File: config.mk
export PLATFORM = sky130hd
export DESIGN_NAME = data_mem_responder
export DESIGN_NICKNAME = d
export VERILOG_FILES = /design/src/rtl/data_mem_responder.sv
export SDC_FILE = /design/constraint.sdc
export NUM_CORES = 2
export LEC_CHECK = 0
export CAP_MARGIN = 30
export CORE_MARGIN = 1.5
export CORE_UTILIZATION = 35
export DETAILED_ROUTE_END_ITERATION = 10
export PLACE_DENSITY_LB_ADDON = 0.25
export SLEW_MARGIN = 40
export SYNTH_ARGS = -nofsm -noshare
export SYNTH_HDL_FRONTEND = slang
export SYNTH_SLANG_ARGS = --single-unit
File: constraint.sdc
create_clock -name clk -period 3.38 [get_ports clk]
set_input_delay 0.338 -clock clk [delete_from_list [all_inputs] [get_ports clk]]
set_output_delay 0.338 -clock clk [all_outputs]
set_load 0.03 [all_outputs]
File: src/rtl/data_mem_responder.sv
`default_nettype none
// ============================================================================
// Module      : data_mem_responder
// Description : MEM-stage data-memory responder with wait states, pipeline
//               stall, single-cycle done pulse and illegal-access reporting.
//               Optional byte lanes when DMEM_BYTE_EN is defined.
// Revision    : 1.0 - initial release
// ============================================================================
module data_mem_responder #(
    parameter int DEPTH       = 128,
    parameter int WAIT_STATES = 1,
    parameter int CNT_W       = 4
) (
    input  logic        clk,
    input  logic        rst,
    input  logic        mem_rd,
    input  logic        mem_wrt,
    input  logic [15:0] mem_addr,
    input  logic [15:0] mem_wdata,
`ifdef DMEM_BYTE_EN
    input  logic        mem_byte,
`endif
    output logic [15:0] mem_rdata,
    output logic        mem_done,
    output logic        mem_err,
    output logic        mem_stall
);

    localparam int c_AW = $clog2(DEPTH);

    localparam logic [1:0] S_IDLE   = 2'd0;
    localparam logic [1:0] S_ACCESS = 2'd1;
    localparam logic [1:0] S_RESP   = 2'd2;

    logic [1:0]       r_state;
    logic [1:0]       w_state_nxt;
    logic [CNT_W-1:0] r_cnt;
    logic [15:0]      r_rdata;
    logic             r_done;
    logic             r_err;

    logic             r_wr;
    logic             r_byte;
    logic             r_lane;
    logic [c_AW-1:0]  r_idx;
    logic [15:0]      r_wdata;

    logic [15:0]      r_ram [DEPTH];

    logic             w_req;
    logic             w_byte_req;
    logic             w_oor;
    logic             w_illegal;
    logic             w_last;
    logic [15:0]      w_word;
    logic [15:0]      w_load_val;

`ifdef DMEM_BYTE_EN
    assign w_byte_req = mem_byte;
`else
    assign w_byte_req = 1'b0;
`endif

    assign w_req     = mem_rd | mem_wrt;
    assign w_oor     = ({1'b0, mem_addr[15:1]} >= 16'(DEPTH));
    assign w_illegal = (mem_rd & mem_wrt) | (mem_addr[0] & ~w_byte_req) | w_oor;
    assign w_last    = (r_state == S_ACCESS) && (r_cnt == '0);

    assign w_word     = r_ram[r_idx];
    assign w_load_val = !r_byte ? w_word :
                        (r_lane ? {8'h00, w_word[15:8]} : {8'h00, w_word[7:0]});

    // State register
    always_ff @(posedge clk) begin
        if (rst) begin
            r_state <= S_IDLE;
        end else begin
            r_state <= w_state_nxt;
        end
    end

    // Next-state logic
    always_comb begin
        w_state_nxt = r_state;
        case (r_state)
            S_IDLE:   if (w_req) w_state_nxt = w_illegal ? S_RESP : S_ACCESS;
            S_ACCESS: if (r_cnt == '0) w_state_nxt = S_RESP;
            S_RESP:   w_state_nxt = S_IDLE;
            default:  w_state_nxt = S_IDLE;
        endcase
    end

    // Output logic
    always_comb begin
        mem_stall = ((r_state == S_IDLE) && w_req) || (r_state == S_ACCESS);
    end

    assign mem_rdata = r_rdata;
    assign mem_done  = r_done;
    assign mem_err   = r_err;

    always_ff @(posedge clk) begin
        if (rst) begin
            r_cnt   <= '0;
            r_rdata <= '0;
            r_done  <= 1'b0;
            r_err   <= 1'b0;
        end else begin
            r_done <= (w_state_nxt == S_RESP);
            r_err  <= 1'b0;
            case (r_state)
                S_IDLE: begin
                    if (w_req) begin
                        if (w_illegal) begin
                            r_err   <= 1'b1;
                            r_rdata <= '0;
                        end else begin
                            r_cnt <= CNT_W'(WAIT_STATES);
                        end
                    end
                end
                S_ACCESS: begin
                    if (r_cnt != '0) begin
                        r_cnt <= r_cnt - CNT_W'(1);
                    end else if (!r_wr) begin
                        r_rdata <= w_load_val;
                    end
                end
                default: ;
            endcase
        end
    end

    // Request capture; only meaningful once a legal request is accepted
    always_ff @(posedge clk) begin
        if ((r_state == S_IDLE) && w_req && !w_illegal) begin
            r_wr    <= mem_wrt;
            r_byte  <= w_byte_req;
            r_lane  <= mem_addr[0];
            r_idx   <= mem_addr[c_AW:1];
            r_wdata <= mem_wdata;
        end
    end

    // RAM is never reset; a reset on the commit edge aborts the store
    always_ff @(posedge clk) begin
        if (!rst && w_last && r_wr) begin
            if (!r_byte) begin
                r_ram[r_idx] <= r_wdata;
            end else if (r_lane) begin
                r_ram[r_idx][15:8] <= r_wdata[7:0];
            end else begin
                r_ram[r_idx][7:0] <= r_wdata[7:0];
            end
        end
    end

endmodule
`default_nettype wire

* Word-level counts from Yosys, hierarchy flattened
Memory sizes are Yosys's and may differ from the RTL's. A register that Yosys moved wholly into a read port is not among the register bits. Index checks and enable logic that the tools add are counted.
Cells by class: add/sub/neg operators 1, magnitude comparators 1, equality and inequality tests 8, multiplexer cells 17, bitwise operators 6, reduce and logical (&&, ||, !) cells 15
Operators with widths (number):
- 16-bit 2-to-1 mux | 4
- 16-bit case mux with 2 select lines | 1
- 15-bit by 8-bit >= comparator with 1-bit output (second input constant) | 1
- 4-bit 2-to-1 mux | 3
- 2-bit != test (second input constant) | 5
- 4-bit case mux with 2 select lines | 1
- 7-bit 2-to-1 mux | 1
- 2-bit 2-to-1 mux | 3
- 1-bit logical AND | 5
- 5-bit AND reduction | 1
- 4-bit logical NOT | 1
- 2-bit case mux with 2 select lines | 1
- 4-bit AND reduction | 1
- 4-bit nonzero test | 1
- 4-bit by 1-bit subtractor with 4-bit output (second input constant) | 1
- 1-bit 2-to-1 mux | 3
- 1-bit bitwise OR | 3
- 3-bit OR reduction | 1
- 2-bit by 1-bit equality test with 1-bit output (second input constant) | 1
- 2-bit equality test (second input constant) | 1
- 1-bit logical NOT | 2
- 2-bit logical NOT | 1
- 2-bit by 1-bit != test with 1-bit output (second input constant) | 1
- 1-bit NOT | 2
- other kinds (3) | 3
Storage, ports and cells: register bits after elaboration 48, bits in writable memories 2048, output and inout port bits 19, logic and storage cells 57, memories kept 1
Memories:
- r_ram | depth 128, bits a word 16, rd ports 1, clocked after Yosys merged registers in 1, wr ports 1, line 48 | logic [15:0] r_ram [DEPTH];

* Logic depth before layout (Yosys ltp)
depth in word-level cells 7, gate-level depth with buffers 11, depth with buffers taken out 8

* Least setup slack after synthesis
Ideal clock, no wire load.
path kind register to register, start point register r_cnt[0], end point memory r_ram[127][0] (enable), library setup time 0.389 ns, arrival 2.742 ns, path slack 0.249 ns, stages on the path, launching flop included 8, path buffers 1, clock period less this slack 3.131 ns, cells stage by stage dfxtp_1 -> inv_1 -> ha_1 -> or3b_2 -> nor4b_1 -> nand3_1 -> clkbuf_1 -> nor2_1
On the way: word-level cells in the longest chain between the ends 6
Ends and longest elaborated chain:
- start, declared | line 37 | logic [CNT_W-1:0] r_cnt;
- start signal, assigned | line 118 | r_cnt <= CNT_W'(WAIT_STATES);
- start signal, assigned | line 124 | r_cnt <= r_cnt - CNT_W'(1);
- 4-bit logical NOT | line 67 | assign w_last = (r_state == S_ACCESS) && (r_cnt == '0);
- 1-bit logical AND | line 67
- 1-bit logical AND (2 in series) | line 147 | if (!rst && w_last && r_wr) begin
- 1-bit 2-to-1 mux | line 147
- 1-bit 2-to-1 mux (not written as such) | line 149 | r_ram[r_idx] <= r_wdata;
- end, declared | line 48
No other way between the ends.

==> results.md <==
* Status: completed
* Post-synth EDFFs at roughly 2100
* Top-area cell type share of the netlist area at between 70 and 80%
* IO buf count at between 50 and 60
* Prevailing post-synth register cell: edfxtp_1
* Global route overflow at 0
* H-Tree Depth at 4
* Num CTS Buffers at between 200 and 250
* Slowest cell delay on critical path at roughly 530 ps
* Area of the multi-input gates at 0.01661 mm2
* Final period util at between 90% and 100%
* Clock Skew at about 34 ps
* Final Hold Vio Count at 0
* Via count at 38784
* Leakage at approximately 30 nW
* Via density at between 5 and 6
* Vias in the first global route at slightly below 40000
* Clock buffer depth at 3
* Max-Cap Viols at 0
* Setup CP Type: reg -> reg
* Die Span Y at a little under 500 um
* Total wire length at 213100 um
* Total Power at roughly 50 mW
* Final ANT Viol Nets at 0
* CTS tree: built
* TNS Setup at 0 ps
* Die span in x at 482.4 um
* Total GRT Usage at a little under a fifth
* Row Count at 175
* Register area at 0.06286 mm2
* Filler Cells Inserted at approximately 20000
* Async S/R FF share, synth at 0%
* End point of the critical path: mem_rdata[5]$_SDFFE_PP0P_
* Syn-to-layout area delta at 17.17%
* Final Util at between 40% and 50%
* First-pass GRT wire length at slightly above 300000 um
* Dpl cells at 6832
* Hold WC Path Type: in -> reg
* Die Outline Area at about 0.23 mm2
* Seq cells post-synth at 2103
* Slew Limit Fails at 0
* Arr. time, crit path at around 4000 ps
* Data required, critical path at roughly 4000 ps
* IO Count at 55
* Gpl congestion at about 0.8
* CP Capture Type: flop
* Mapped Nets at approximately 3600
* Finished Layout Cells at about 7200
* Initial DRT Pass Iterations at 8
* Most frequent cell after synthesis: edfxtp_1
* Root buf cell: clkbuf_16
* Headroom to the max-slew limit at roughly two fifths
* Nets at approximately 4100
* Mapped Area at roughly 0.080 mm2
* FMAX at 0.3120 GHz
* Initial DRC Count at just over 4000
* Setup violators final at 0
* Synth Warn # at 0
* Seq/Total Area, Yosys at between 70% and 80%
* Core Region at between 0.2 and 0.25 mm2
* Cell Pwr Density at between 500 and 600 mW/mm2
* Worst reg2reg setup slack at 170 ps
* # Post-CTS Setup Buffers at 0
* Worst Tran Pin Value at around 900 ps
* Final Cell Area at approximately 0.094 mm2
* Clock sink total at between 2000 and 2500
* Hold Slack at around 160 ps
* Final worst slack at 174.5 ps
* Initial antenna violation count at 2
* Setup WS pre-CTS at between 60 and 70 ps
* WL/cell at 29.44 um
* Critical-path cell list: buf_12, buf_4, mux4_2, a221oi_1, o21ai_0, o21a_1, a31oi_1, buf_4, o21ai_1
* # DRC at 0
* Pin count of the biggest net entering global routing at 129
* Cell taking the most area after synthesis: edfxtp_1
* Skew-Pair Late Insertion Delay at between 800 and 900 ps
* Initial Util at 35.29%
* Slowest stage cell, crit path: a221oi_1
* RSZ-0062 raised after global routing: false
* Fin crit period at approximately 3200 ps
* Worst R2R End: mem_rdata[5]$_SDFFE_PP0P_
* Share of cells above drive strength 1 at between 20% and 30%
* Cell count after synthesis at ~3600
* R2R cell count at 9
* Commonest cells in the synthesized netlist: edfxtp_1 (2072), mux4_2 (476), mux2i_1 (208)
* Peak supply drop at 405.9 uV
* CP dominant cell by count: buf_4
* Synth area leaders: edfxtp_1 (77%), mux4_2 (13%), mux2i_1 (2.6%)
* Crit path max fanout at 17
* Crit path launch type: flop
* Worst-path clk slew at around 60 ps
* DP HPWL at 125500 um
* Synth cell types at between 50 and 60
* Avg Inst Size Synth at approximately 22 um2
* Placed cell areas at 0.08738 mm2
-- logic make-up (layout without fill, tap and decap cells) --
family                     Yosys count  in the layout  share of synthesized area [%]
other                                0              5                              0
DFF                               2103           2103                          78.12
buffers and inverters              203            820                          1.345
and+or+nand+nor                    264            264                          1.419
AOI/OAI and AO/OA                  342            342                          3.055
muxes                              691            691                          16.01
adders and majority gates            2              2                        0.03110
xor gates and xnor gates             2              2                        0.02178
-- layout by cell type (no fill, tap or decap), drive strengths merged, types with 20 or more instances in the layout --
master / Yosys / routed
edfxtp: 2072 / 2072
mux4: 476 / 476
buf: 122 / 361
clkbuf: 77 / 272
mux2i: 208 / 208
nor2: 151 / 151
clkinv: 0 / 86
o21ai: 73 / 73
o221ai: 59 / 59
clkdlybuf4s50: 0 / 54
nand2: 47 / 47
o22ai: 34 / 34
a221oi: 33 / 33
dfxtp: 31 / 31
a22oi: 24 / 24
nand3: 21 / 21
a21oi: 20 / 20
-- flip-flops by register name, summed over array words and instances, names as in the netlist, named ones only --
| signal | cells |
|---|---|
| mem_err | 1 |
| mem_done | 1 |
| r_idx | 7 |
| r_cnt | 4 |
| r_ram | 2048 |
| r_state | 2 |
| r_wdata | 16 |
| mem_rdata | 16 |
| r_wr | 1 |
-- layer usage --
metal | GRT usage (%) | up-vias | wire, um
met4 | 5.418 | 0 | 5636
met5 | 0 | - | 0
met2 | 29.62 | 1100 | 103500
li1 | - | 16289 | -
met1 | 25.70 | 21163 | 93470
met3 | 2.544 | 232 | 10440
-- power breakdown --
group          leakage, nW  internal, mW  switching [mW]
clock                 3.23          12.9            9.97
combinational         7.46        0.0792          0.0721
sequential            18.9          28.2         0.00363
-- area by class of cell --
class | instances | share of cell area, %
Antenna cell | 5 | 0.01327
Sequential cell | 2103 | 66.68
Clock inverter | 113 | 1.155
Clock buffer | 272 | 5.944
Multi-Input combinational cell | 1301 | 17.62
Tap cell | 3009 | 3.994
Inverter | 4 | 0.02124
Timing Repair Buffer | 431 | 4.568
-- worst min-delay path by stage --
stage | start | to | slack, ps | cells after the start
final | mem_wrt | r_wr$_DFFE_PP_ | 160 | 1
after global routing | mem_wrt | r_wr$_DFFE_PP_ | 120 | 1
after CTS | mem_wrt | r_wr$_DFFE_PP_ | 80 | 1
after detailed placement | mem_rdata[3]$_SDFFE_PP0P_ | mem_rdata[3]$_SDFFE_PP0P_ | 470 | 2
after global placement | mem_rdata[3]$_SDFFE_PP0P_ | mem_rdata[3]$_SDFFE_PP0P_ | 470 | 2
after floorplan | mem_addr[1] | r_idx[0]$_DFFE_PP_ | 440 | 0
-- timing repair --
item | CTS | global route
hold buffers | 16 | 0
hold endpoints to repair | 16 | 0
resized for setup | 0 | 3
endpoints found under the setup margin | 0 | 3
-- critical path, delay by kind of cell, from the launching register on --
family	cells	cell delay, ps
AOI/OAI and AO/OA	5	1490
DFF	1	470
buffers and inverters	3	580
muxes	1	510
(Power assumes the default switching activity.)
